File: src/rtl/round_sequencer.sv
// round_sequencer
// Sequences one game round: countdown, wall approach, pose check, result
// display, then back to idle. Game time comes from a one-cycle tick strobe;
// MS_PER_SEC ticks make one second of game time.
//
// Ports
//   clk_in          system clock, all state on its rising edge
//   rst_in          asynchronous active-low reset
//   tick_in         1 ms strobe, one cycle wide
//   start_in        start-round request pulse (honoured in IDLE only)
//   abort_in        abandon the current round (wins over every other input)
//   check_done_in   pose-checker verdict valid (honoured in CHECK only)
//   check_pass_in   pose-checker verdict, sampled with check_done_in
//   phase_out       0 IDLE, 1 COUNTDOWN, 2 APPROACH, 3 CHECK, 4 RESULT
//   sec_left_out    whole seconds remaining in the current timed phase
//   approach_ms_out ticks elapsed in APPROACH (wall position), 0 elsewhere
//   check_req_out   high exactly while in CHECK
//   pass_out        latched verdict of the last completed check
//   round_done_out  one-cycle pulse when RESULT expires back to IDLE
//
// state     | meaning
// ----------+------------------------------------------------------------
// IDLE      | waiting for start_in; pass_out holds last verdict
// COUNTDOWN | pre-round countdown, COUNTDOWN_S seconds
// APPROACH  | wall approaching, APPROACH_S seconds, approach_ms_out counts
// CHECK     | untimed; waiting for the pose checker verdict
// RESULT    | verdict shown for RESULT_S seconds, then round_done_out

module round_sequencer #(
    parameter int MS_PER_SEC  = 1000,
    parameter int COUNTDOWN_S = 3,
    parameter int APPROACH_S  = 5,
    parameter int RESULT_S    = 2
) (
    input  logic        clk_in,
    input  logic        rst_in,
    input  logic        tick_in,
    input  logic        start_in,
    input  logic        abort_in,
    input  logic        check_done_in,
    input  logic        check_pass_in,
    output logic [2:0]  phase_out,
    output logic [3:0]  sec_left_out,
    output logic [15:0] approach_ms_out,
    output logic        check_req_out,
    output logic        pass_out,
    output logic        round_done_out
);

    localparam int MS_W = (MS_PER_SEC > 1) ? $clog2(MS_PER_SEC) : 1;
    localparam logic [MS_W-1:0] MS_LAST = MS_W'(MS_PER_SEC - 1);

    typedef enum logic [2:0] {
        ST_IDLE      = 3'd0,
        ST_COUNTDOWN = 3'd1,
        ST_APPROACH  = 3'd2,
        ST_CHECK     = 3'd3,
        ST_RESULT    = 3'd4
    } phase_t;

    phase_t          r_phase;
    logic [MS_W-1:0] r_ms;
    logic [3:0]      r_sec;
    logic [15:0]     r_approach_ms;
    logic            r_pass;
    logic            r_done;

    phase_t          w_phase_nxt;
    logic [MS_W-1:0] w_ms_nxt;
    logic [3:0]      w_sec_nxt;
    logic [15:0]     w_approach_ms_nxt;
    logic            w_pass_nxt;
    logic            w_done_nxt;
    logic            w_timed;
    logic            w_sec_edge;

    // Only the three timed phases consume ticks.
    assign w_timed    = (r_phase == ST_COUNTDOWN) || (r_phase == ST_APPROACH) ||
                        (r_phase == ST_RESULT);
    assign w_sec_edge = w_timed && tick_in && (r_ms == MS_LAST);

    always_ff @(posedge clk_in or negedge rst_in) begin
        if (!rst_in) begin
            r_phase       <= ST_IDLE;
            r_ms          <= '0;
            r_sec         <= '0;
            r_approach_ms <= '0;
            r_pass        <= 1'b0;
            r_done        <= 1'b0;
        end else begin
            r_phase       <= w_phase_nxt;
            r_ms          <= w_ms_nxt;
            r_sec         <= w_sec_nxt;
            r_approach_ms <= w_approach_ms_nxt;
            r_pass        <= w_pass_nxt;
            r_done        <= w_done_nxt;
        end
    end

    always_comb begin
        w_phase_nxt       = r_phase;
        w_ms_nxt          = r_ms;
        w_sec_nxt         = r_sec;
        w_approach_ms_nxt = r_approach_ms;
        w_pass_nxt        = r_pass;
        w_done_nxt        = 1'b0;

        if (abort_in && (r_phase != ST_IDLE)) begin
            // Abort wipes the round, including the verdict, and never
            // produces a completion pulse.
            w_phase_nxt       = ST_IDLE;
            w_ms_nxt          = '0;
            w_sec_nxt         = '0;
            w_approach_ms_nxt = '0;
            w_pass_nxt        = 1'b0;
        end else begin
            case (r_phase)
                ST_IDLE: begin
                    if (start_in && !abort_in) begin
                        w_phase_nxt       = ST_COUNTDOWN;
                        w_ms_nxt          = '0;
                        w_sec_nxt         = 4'(COUNTDOWN_S);
                        w_approach_ms_nxt = '0;
                        w_pass_nxt        = 1'b0;
                    end
                end

                ST_CHECK: begin
                    if (check_done_in) begin
                        w_phase_nxt = ST_RESULT;
                        w_pass_nxt  = check_pass_in;
                        w_sec_nxt   = 4'(RESULT_S);
                        w_ms_nxt    = '0;
                    end
                end

                ST_COUNTDOWN, ST_APPROACH, ST_RESULT: begin
                    if (tick_in) begin
                        if (r_phase == ST_APPROACH) begin
                            w_approach_ms_nxt = r_approach_ms + 16'd1;
                        end
                        if (w_sec_edge) begin
                            w_ms_nxt = '0;
                            if (r_sec == 4'd1) begin
                                // Last second expired: advance instead of
                                // counting down to zero.
                                case (r_phase)
                                    ST_COUNTDOWN: begin
                                        w_phase_nxt       = ST_APPROACH;
                                        w_sec_nxt         = 4'(APPROACH_S);
                                        w_approach_ms_nxt = '0;
                                    end
                                    ST_APPROACH: begin
                                        w_phase_nxt       = ST_CHECK;
                                        w_sec_nxt         = '0;
                                        w_approach_ms_nxt = '0;
                                    end
                                    default: begin
                                        w_phase_nxt = ST_IDLE;
                                        w_sec_nxt   = '0;
                                        w_done_nxt  = 1'b1;
                                    end
                                endcase
                            end else begin
                                w_sec_nxt = r_sec - 4'd1;
                            end
                        end else begin
                            w_ms_nxt = r_ms + MS_W'(1);
                        end
                    end
                end

                default: begin
                    w_phase_nxt       = ST_IDLE;
                    w_ms_nxt          = '0;
                    w_sec_nxt         = '0;
                    w_approach_ms_nxt = '0;
                    w_pass_nxt        = 1'b0;
                end
            endcase
        end
    end

    assign phase_out       = r_phase;
    assign sec_left_out    = r_sec;
    assign approach_ms_out = r_approach_ms;
    assign check_req_out   = (r_phase == ST_CHECK);
    assign pass_out        = r_pass;
    assign round_done_out  = r_done;

endmodule
File: config.mk
export PLATFORM = sky130hd
export DESIGN_NAME = round_sequencer
export DESIGN_NICKNAME = d
export VERILOG_FILES = /design/src/rtl/round_sequencer.sv
export SDC_FILE = /design/constraint.sdc
export NUM_CORES = 1
export LEC_CHECK = 0
export CORE_ASPECT_RATIO = 0.8
export CORE_UTILIZATION = 43
export DETAILED_ROUTE_END_ITERATION = 10
export PLACE_DENSITY = 0.69
export REMOVE_ABC_BUFFERS = 1
export SKIP_LAST_GASP = 1
export SYNTH_ARGS = -nofsm -noshare
export SYNTH_HDL_FRONTEND = slang
export SYNTH_SLANG_ARGS = --single-unit
File: constraint.sdc
create_clock -name clk_in -period 2.4 [get_ports clk_in]
set_input_delay 0.48 -clock clk_in [delete_from_list [all_inputs] [get_ports clk_in]]
set_output_delay 0.48 -clock clk_in [all_outputs]
set_load 0.01 [all_outputs]
=== Word level (Yosys, flattened, before mapping) ===
Cells that the tools add are included.

* Reductions and logical operators: 16
* Divide/modulo/power cells: 0
* Eq/ne operators: 13
* Add/sub/neg operators: 3
* Bitwise logic cells: 0
* $lt $le $gt $ge: 0
* Shift operators: 0
* Muxes and demuxes: 40
* Multipliers: 0

{| class="wikitable"
|+ Operators with widths
! kind !! count
|-
| 16-bit 2-to-1 mux || 7
|-
| 10-bit 2-to-1 mux || 5
|-
| 16-bit case mux with 3 select lines || 1
|-
| 10-bit case mux with 3 select lines || 1
|-
| 4-bit 2-to-1 mux || 6
|-
| 3-bit 2-to-1 mux || 7
|-
| 16-bit by 1-bit adder with 16-bit output, second input constant || 1
|-
| 3-bit != test, second input constant || 4
|-
| 4-bit case mux with 3 select lines || 1
|-
| 10-bit by 1-bit adder with 10-bit output, second input constant || 1
|-
| 10-bit == test, second input constant || 1
|-
| 1-bit 2-to-1 mux || 9
|-
| 3-bit case mux with 3 select lines || 1
|-
| 3-bit AND reduction || 3
|-
| 3-bit by 2-bit == test with 1-bit output, second input constant || 2
|-
| 5-bit AND reduction || 1
|-
| 4-bit by 1-bit == test with 1-bit output, second input constant || 1
|-
| 1-bit logical AND || 4
|-
| 2-bit case mux with 2 select lines || 1
|-
| 4-bit AND reduction || 1
|-
| 4-bit by 1-bit subtractor with 4-bit output, second input constant || 1
|-
| 3-bit by 1-bit == test with 1-bit output, second input constant || 1
|-
| 3-bit == test, second input constant || 1
|-
| 3-bit logical NOT || 1
|-
| other kinds (9) || 10
|}

* Memories: 0
* Bits in writable memories: 0
* Bits in registers: 35
* Bits in latches: 0
* ROM bits: 0
* Input port bits: 7

=== Depth between registers and ports, before layout ===
Gate-level depths: netlist of the first run.

* Depth in word-level cells: 9
* Depth in mapped cells: 8

=== Worst setup path before layout of the first run ===
Ideal clock, no wire load.

* Path kind: flip-flop to flip-flop
* Start point: reg r_sec[1], in the netlist sec_left_out[1]
* End point: reg r_approach_ms[0], in the netlist approach_ms_out[0]
* Period minus slack after synthesis: 2.401 ns
* Stages on the path, launching flop included: 9
* Required time: 2.279 ns
* Arrival time: 2.280 ns
* Slack: -0.001 ns
* Library setup time: 0.121 ns
* Cell sequence: dfrtp_1 > inv_1 > ha_1 > or3b_2 > nor4b_1 > a21oi_1 > nor2_1 > buf_2 > nor2_1

* Word-level cells in the longest chain between the ends: 6

{| class="wikitable"
|+ RTL lines
! item !! RTL line !! source
|-
| start, declared || 63 || <nowiki>logic [3:0] r_sec;</nowiki>
|-
| start signal, assigned || 93 || <nowiki>r_sec <= w_sec_nxt;</nowiki>
|-
| 4-bit by 1-bit == test with 1-bit output || 144 || <nowiki>if (r_sec == 4'd1) begin</nowiki>
|-
| 16-bit 2-to-1 mux || 144 ||
|-
| 16-bit 2-to-1 mux || 142 || <nowiki>if (w_sec_edge) begin</nowiki>
|-
| 16-bit 2-to-1 mux || 138 || <nowiki>if (tick_in) begin</nowiki>
|-
| 16-bit case mux with 3 select lines || 117 || <nowiki>case (r_phase)</nowiki>
|-
| 16-bit 2-to-1 mux || 108 || <nowiki>if (abort_in && (r_phase != ST_IDLE)) begin</nowiki>
|-
| end signal, assigned || 94 || <nowiki>r_approach_ms <= w_approach_ms_nxt;</nowiki>
|-
| end, declared || 64 || <nowiki>logic [15:0] r_approach_ms;</nowiki>
|}

Every way passes these cells. The select of a mux whose other input is x is not followed.
A chain may end at the register's enable or synchronous reset.

=== Final worst setup path of the first run ===
* Start point: in tick_in
* End point: reg r_approach_ms[12], in the netlist approach_ms_out[12]

* Word-level cells in the longest chain between the ends: 6
* Elaborated cells between the ends (all ways): 8
* Those cells by class: eq/ne: 1; mux: 4; reduce/logical: 3

{| class="wikitable"
|+ RTL lines
! item !! RTL line !! source
|-
| start, declared || 37 || <nowiki>input logic tick_in,</nowiki>
|-
| 1-bit logical AND (2 in a row) || 80 || <nowiki>assign w_sec_edge = w_timed && tick_in && (r_ms == MS_LAST);</nowiki>
|-
| 16-bit 2-to-1 mux || 142 ||
|-
| 16-bit 2-to-1 mux || 138 ||
|-
| 16-bit case mux with 3 select lines || 117 ||
|-
| 16-bit 2-to-1 mux || 108 ||
|}

Parallel ways exist; a longest one is shown, timed or not. The select of a mux whose other input is x is not followed.

==> impl_metrics.toml, run 1 <==
[clock_network]
ctsHoldBuffers = 0
clock_latency_ns = 0.29
clkTransAtPathRegs_ns = 0.08
cts_buffer_depth = 2
cts_buffers = 5
numClockSinks = 35
ctsRootBufferMaster = "clkbuf_8"
h-tree-depth = 2
cts_tree = "yes"

[synth]
synth_cells = 235
synth_edf_count = 0
yosysWarnings = 0
avgSynthCellArea_um2 = 8.79
ys_seq_area_share_pct = 42.4
synth_flop_cell = "dfrtp_1"
async_flop_share_pct = 100
syn_area_mm2 = 0.00206
ys_ff_latch = 35
synth_cell_types = 48

[worst_setup_path]
cp_top_family = "compound AO/OA/AOI/OAI gates"
critPathArrivalTime_ns = 2.53
crit_path_max_fanout = 17
cp_num_cells = 6
path_cells = "clkdlybuf4s50_1 -> inv_1 -> maj3_1 -> a211o_2 -> or4_1 -> a21oi_1"
cp_num_buf_inv = 2
worst_r2r_path_depth = 9
startpoint_type = "primary input"
critical_path_class = "in2reg"
crit_required_ns = 2.62
cp_slowest_cell = "or4_1"
end_kind = "flip-flop"
critPathMaxStageDelay_ns = 0.53

[timing]
setup_viol = 0
slew_violations = 0
fin_crit_sh_pct = 96.1
maxSlewHeadroom_pct = 69.2
fin_worst_skew_ns = 0.00518
setup_tns_ns = 0
period_needed_ns = 2.31
fmax_mhz = 433
rsz0062_at_grt = "no"
max_slew.worst_pin.slew_ns = 0.461
hold_viol = 0

[placement]
place.gp.congestion = 0.872
placedCellCount = 344
hpwl_mm = 3.47
portBuffers = 32

[finish]
n_antenna_cell = 0
final_cell_count_no_fill = 352
drive_gt1_share_pct = 15.4
fill_cells = 404
finalNetCount = 302
area.growth.synth_to_final_pct = 32.8
utilization_pct = 59.6

[pwr]
comb_power_share_pct = 52.1
p_clk_share_pct = 19.7
power_frac_seq_pct = 28.2
power_density_mw_per_mm2 = 910
p_leak_nw = 1.13
peakVddDrop_mv = 0.566
switching_share_pct = 40.1
switchingPower_mw = 1.00
internal_power_mw = 1.49

[hold_path]
whs_path_depth = 2
hold_class = "reg2reg"

[grt]
track_usage_pct = 21.3
grt_max_degree = 36
grt_pass1_wl_mm = 8.42
antenna_found_initial = 0
grt_overflow = 0
first_global_vias = 1766

[outcome]
status = "complete, no violations"

[route]
ant_nets = 0
routedWlPerCell_um = 14.0
drt_iter0_drc = 115
first_pass_iters = 4
drc = 0
num_vias = 2005
routed_wl_mm = 4.92
viasPerCell = 5.70

[floorplanning]
core-area_mm2 = 0.00460
initial_utilization_pct = 44.9
rows = 22
die_w_um = 79.5
num_io_pins = 33
die-area_mm2 = 0.00508
fp.dieH_um = 64.0

[flow_run]
maxCapViolations = 0
==> logic make-up (layout without fill, tap and decap cells) <==
family / Yosys count / count (layout) / synth area share, %
AOI/OAI and AO/OA: 75 / 75 / 22.9
xor gates and xnor gates: 5 / 5 / 2.12
adders and majority gates: 5 / 5 / 2.91
buffers and inverters: 26 / 83 / 5.03
DFF: 35 / 35 / 42.4
muxes: 1 / 1 / 0.545
and+or+nand+nor: 88 / 88 / 24.1
==> power groups by stage <==
stage / Combinational [mW] / Sequential (mW) / Clock, mW
after floorplan: 0.620 / 0.790 / 0
after global placement: 1.27 / 0.714 / 0
after detailed placement: 1.29 / 0.714 / 0
after CTS: 1.30 / 0.704 / 0.505
after global routing: 1.44 / 0.714 / 0.526
final: 1.30 / 0.704 / 0.490
==> worst reg2reg max path, stage by stage, from the launching register on <==
cell     delay (ns)
dfrtp_1        0.39
inv_1          0.09
ha_1           0.16
or3b_2         0.51
nor4b_2        0.31
buf_4          0.17
a21oi_1        0.11
buf_4          0.17
a21oi_1        0.16
nor2_1         0.07
==> through the flow <==
| stage | hold WS [ns] | setup WS [ns] | total power [mW] | instance area [um2] |
|---|---|---|---|---|
| floorplan | 0.184 | -0.133 | 1.41 | 2010 |
| global placement | 0.478 | -0.216 | 1.99 | 2630 |
| detailed placement | 0.482 | -0.272 | 2.00 | 2630 |
| CTS | 0.508 | 0.0307 | 2.51 | 2730 |
| global route | 0.539 | 0.00242 | 2.68 | 2740 |
| finish | 0.497 | 0.0931 | 2.49 | 2740 |
==> Yosys cell counts (2+ instances only) <==
master	number	area share (%)
a21oi_1	25	6.1
nor3_1	6	1.5
buf_2	5	1.2
o21ai_1	2	0.48
a22o_1	3	1.3
nand3b_1	2	0.73
a211o_1	2	0.85
nor2b_1	3	0.91
nand2_1	15	2.7
a221oi_1	2	0.85
nand3_1	10	2.4
xor2_1	2	0.85
o211ai_1	3	1.1
nor3b_1	2	0.73
nor2_1	15	2.7
ha_1	4	2.4
o41ai_1	2	0.85
xnor2_1	3	1.3
nand4_1	4	1.2
o22ai_1	3	0.91
inv_1	13	2.4
dfrtp_1	35	42
o31ai_1	9	3.3
or4_1	7	2.5
or3_1	8	2.4
nor4_1	2	0.61
and3_1	4	1.2
nor4b_1	2	0.85
o21ai_0	16	3.9
clkbuf_1	8	1.5
==> what timing repair did <==
action / CTS / global route
endpoints found under the setup margin: 0 / 13
buffers inserted: 0 / 0
resized for setup: 0 / 2
==> cells in the final DEF (no fill, tap or decap), drive strengths merged, types with 3 or more instances in the layout <==
cell	netlist	final
a21oi	25	25
nor3	6	6
clkdlybuf4s50	0	32
o211ai	3	3
nand2	15	15
nor2b	3	3
o21ai	18	18
nand3	10	10
nand4	4	4
clkbuf	8	7
and3	4	4
xnor2	3	3
dfrtp	35	35
or4	7	7
a22o	3	3
buf	5	30
o31ai	9	9
ha	4	4
inv	13	13
nor4	3	3
o22ai	3	3
or3	8	8
nor2	16	16
==> area by class of cell <==
class | count | area (um2) | area share [%]
clock buffers | 7 | 96.3 | 3.51
clock inverters | 1 | 7.51 | 0.274
inverters | 13 | 48.8 | 1.78
multi-input cells | 174 | 1090 | 39.8
flip-flops and latches | 35 | 876 | 31.9
well taps | 60 | 75.1 | 2.74
repair buffers | 62 | 546 | 19.9
==> layer usage <==
| layer | vias up | track usage [%] | share of wire, % |
|---|---|---|---|
| met4 | 0 | 7.50 | 1.4 |
| met1 | 952 | 30.9 | 50 |
| met3 | 6 | 4.57 | 4.1 |
| met2 | 44 | 30.9 | 45 |
| met5 | - | 0 | 0 |
| li1 | 1003 | - | - |
==> flip-flops by register name, summed over array words and instances, names as in the netlist <==
| signal | cells |
|---|---|
| round_done_out | 1 |
| approach_ms_out | 16 |
| phase_out | 3 |
| r_ms | 10 |
| pass_out | 1 |
| sec_left_out | 4 |
==> path summary, 6_finish.rpt <==
check | start | end | slack (ns)
min in group asynchronous | rst_in | approach_ms_out[12] | 0.60
max in group asynchronous | rst_in | approach_ms_out[5] | 1.46
min | pass_out | pass_out | 0.50
max | tick_in | approach_ms_out[12] | 0.09
max reg2reg | sec_left_out[1] | approach_ms_out[2] | 0.14
min reg2reg | pass_out | pass_out | 0.50
Power figures use the tool's default switching activity.
==> run 2, diff against run 1 <==
Settings changed: HOLD_SLACK_MARGIN from default to 0.1.
==> results of run 2 <==
Same layout as run 1: the final DEF is identical, and so are final timing and power.
==> run 3, diff against run 2 <==
Settings changed: ABC_AREA from default to 1, PLACE_DENSITY 0.69 to 0.68, TNS_END_PERCENT from default to 10.
==> run 3 against run 2 <==
Clock power increased by 15%. Setup slack improved by 0.11 ns. Register-to-register slack improved by 0.23 ns. Design area increased by 2.3%. Via count increased by 6.3%. Die area increased by 11%. Global-route usage decreased by 1.1 points. Sequential power increased by 9.2%.
==> impl_metrics.toml, run 3 <==
[outcome]
status = "complete, no violations"

[synth]
syn_area_mm2 = 0.00229
synth-simple-area-share_pct = 41.6
synth_flop_cell = "dfrtp_1"
synth.most_common_cell = "nand2_1"
synth_edf_count = 0
synth_top_cells_by_count = "nand2_1 (97), nor2_1 (57), inv_1 (49)"
yosysWarnings = 0
async_flop_share_pct = 100
synth_cells = 331
synth_mux_area_share_pct = 0
avgSynthCellArea_um2 = 6.92
ys_ff_latch = 35
synthTopCellsByArea = "dfrtp_1 (38%), nand2_1 (16%), nor2_1 (9.3%), inv_1 (8.0%), nand3_1 (3.5%)"
yosys.area_share.adder_pct = 2.19
synth_compound_area_share_pct = 8.42
ys_seq_area_share_pct = 38.3
synth_xor_area_share_pct = 0.383
synth_top_area_cell = "dfrtp_1"
synth_top_family_by_area = "simple AND/OR/NAND/NOR gates"
synth_cell_types = 29
netlist.area_leader.share_pct = 38.3

[timing]
setup_slack_ns = 0.205
fin_worst_skew_ns = 0.00802
fin_crit_sh_pct = 91.5
maxSlewHeadroom_pct = 48.0
period_needed_ns = 2.19
rsz0062_at_grt = "no"
slew_violations = 0
hold_viol = 0
holdWs_ns = 0.263
fmax_mhz = 456
max_slew.worst_pin.slew_ns = 0.780
setup_viol = 0

[clock_network]
clkTransAtPathRegs_ns = 0.08
ctsRootBufferMaster = "clkbuf_8"
cts_resized = 0
ctsHoldBuffers = 0
cts_buffers = 5
cts_buffer_depth = 2
cts_tree = "yes"
numClockSinks = 35
clock_latency_ns = 0.29
h-tree-depth = 2
post-cts-setup-buffers = 0

[placement]
place.gp.congestion = 0.823
hpwl_mm = 3.98
dp_slack_ns = -0.110
placedCellCount = 426
portBuffers = 32

[worst_setup_path]
critical_path_class = "in2reg"
crit_required_ns = 2.57
critPathArrivalTime_ns = 2.37
crit_path_max_fanout = 11
startpoint_type = "primary input"
worst_r2r_path_depth = 9
end_kind = "flip-flop"

[route]
first_pass_iters = 4
ant_nets = 0
viasPerCell = 4.91
drt_iter0_drc = 83
routedWlPerCell_um = 12.0
num_vias = 2131
drc = 0
routed_wl_mm = 5.21

[finish]
finalNetCount = 382
drive_gt1_share_pct = 10.2
largest_reg_flops = 16
final_cell_count_no_fill = 434
final_common_cell = "nand2_1"
area.growth.synth_to_final_pct = 22.5
fill_cells = 516
final_cell_mix = "nand2_1 (97), nor2_1 (57), inv_1 (49), dfrtp_1 (35), clkdlybuf4s50_1 (31)"
n_antenna_cell = 0

[floorplanning]
core-area_mm2 = 0.00506
num_io_pins = 33
die_w_um = 83.6
fp.dieH_um = 67.3
initial_utilization_pct = 45.2
rows = 23
die-area_mm2 = 0.00562

[grt]
first_global_vias = 1911
antenna_found_initial = 0
grt_pass1_wl_mm = 8.94
grt_overflow = 0
track_usage_pct = 20.1
grt_max_degree = 36

[flow_run]
maxCapViolations = 0

[pwr]
power_density_mw_per_mm2 = 1040
p_leak_nw = 1.34
peakVddDrop_mv = 0.642

[hold_path]
hold_class = "in2async"
[run 3: changes by cell type after synthesis, sizes merged, moves of 4 or more]
cell / delta
inv: +39
and3: -4
clkbuf: -8
nor2: +50
nand3: +8
nand4: +6
o21ai: -4
or4: -7
buf: -4
a21oi: -16
o31ai: -9
nand2: +90
or3: -8
[run 3: logic make-up (layout without fill, tap and decap cells)]
family,after synthesis,count (layout)
xor gates and xnor gates,1,1
adders and majority gates,4,4
and+or+nand+nor,209,209
buffers and inverters,53,94
AOI/OAI and AO/OA,29,29
DFF,35,35
[run 3: worst max-delay path, stage by stage]
cell and delay [ns]:
clkdlybuf4s50_1 0.52, inv_1 0.10, nand2_1 0.05, inv_1 0.08
nor2_4 0.06, inv_1 0.06, nand2_1 0.06, a21oi_2 0.36
nand2_1 0.29, inv_1 0.24, nor2_1 0.07
[run 3: final cells by class]
| cell class | count | area [um2] | area share (%) |
|---|---|---|---|
| Multi-Input combinational cell | 243 | 1200 | 43.0 |
| Tap cell | 62 | 77.6 | 2.77 |
| Clock inverter | 2 | 35.0 | 1.25 |
| Clock buffer | 6 | 82.6 | 2.95 |
| Sequential cell | 35 | 876 | 31.2 |
| Inverter | 52 | 198 | 7.05 |
| Timing Repair Buffer | 34 | 330 | 11.8 |
[run 3: where the power goes]
group	internal [mW]	switching, mW
Clock	0.336	0.228
Combinational	0.506	1.08
Sequential	0.678	0.0908
[run 3: path summary, 6_finish.rpt]
check	start	endpoint	slack (ns)
worst min register to register	r_ms[1]	r_ms[1]	0.53
min in group clk_in	r_ms[1]	r_ms[1]	0.53
max in group asynchronous	rst_in	approach_ms_out[0]	1.64
worst max-delay path	abort_in	approach_ms_out[10]	0.21
worst min-delay path	rst_in	r_ms[7]	0.26
worst max register to register	phase_out[1]	approach_ms_out[10]	0.37
[run 3: layer usage]
metal  vias to the layer above  routed length (um)  global-route usage [%]  part of all wire, %
met5                         -                   0                       0                    0
met2                        41                2200                    30.1                   42
met3                         5                 204                    3.91                  3.9
met1                       969                2740                    29.7                   53
met4                         0                  62                    5.72                  1.2
li1                       1116                   -                       -                    -
[run 3: metrics by stage]
step	util, %	power [mW]	TNS, ns	area [um2]
floorplan	-	1.90	0	2280
global placement	53.0	2.34	-0.293	2690
detailed placement	53.0	2.36	-0.641	2690
CTS	55.4	2.94	0	2800
global route	55.4	3.17	0	2800
finish	55.4	2.92	0	2800
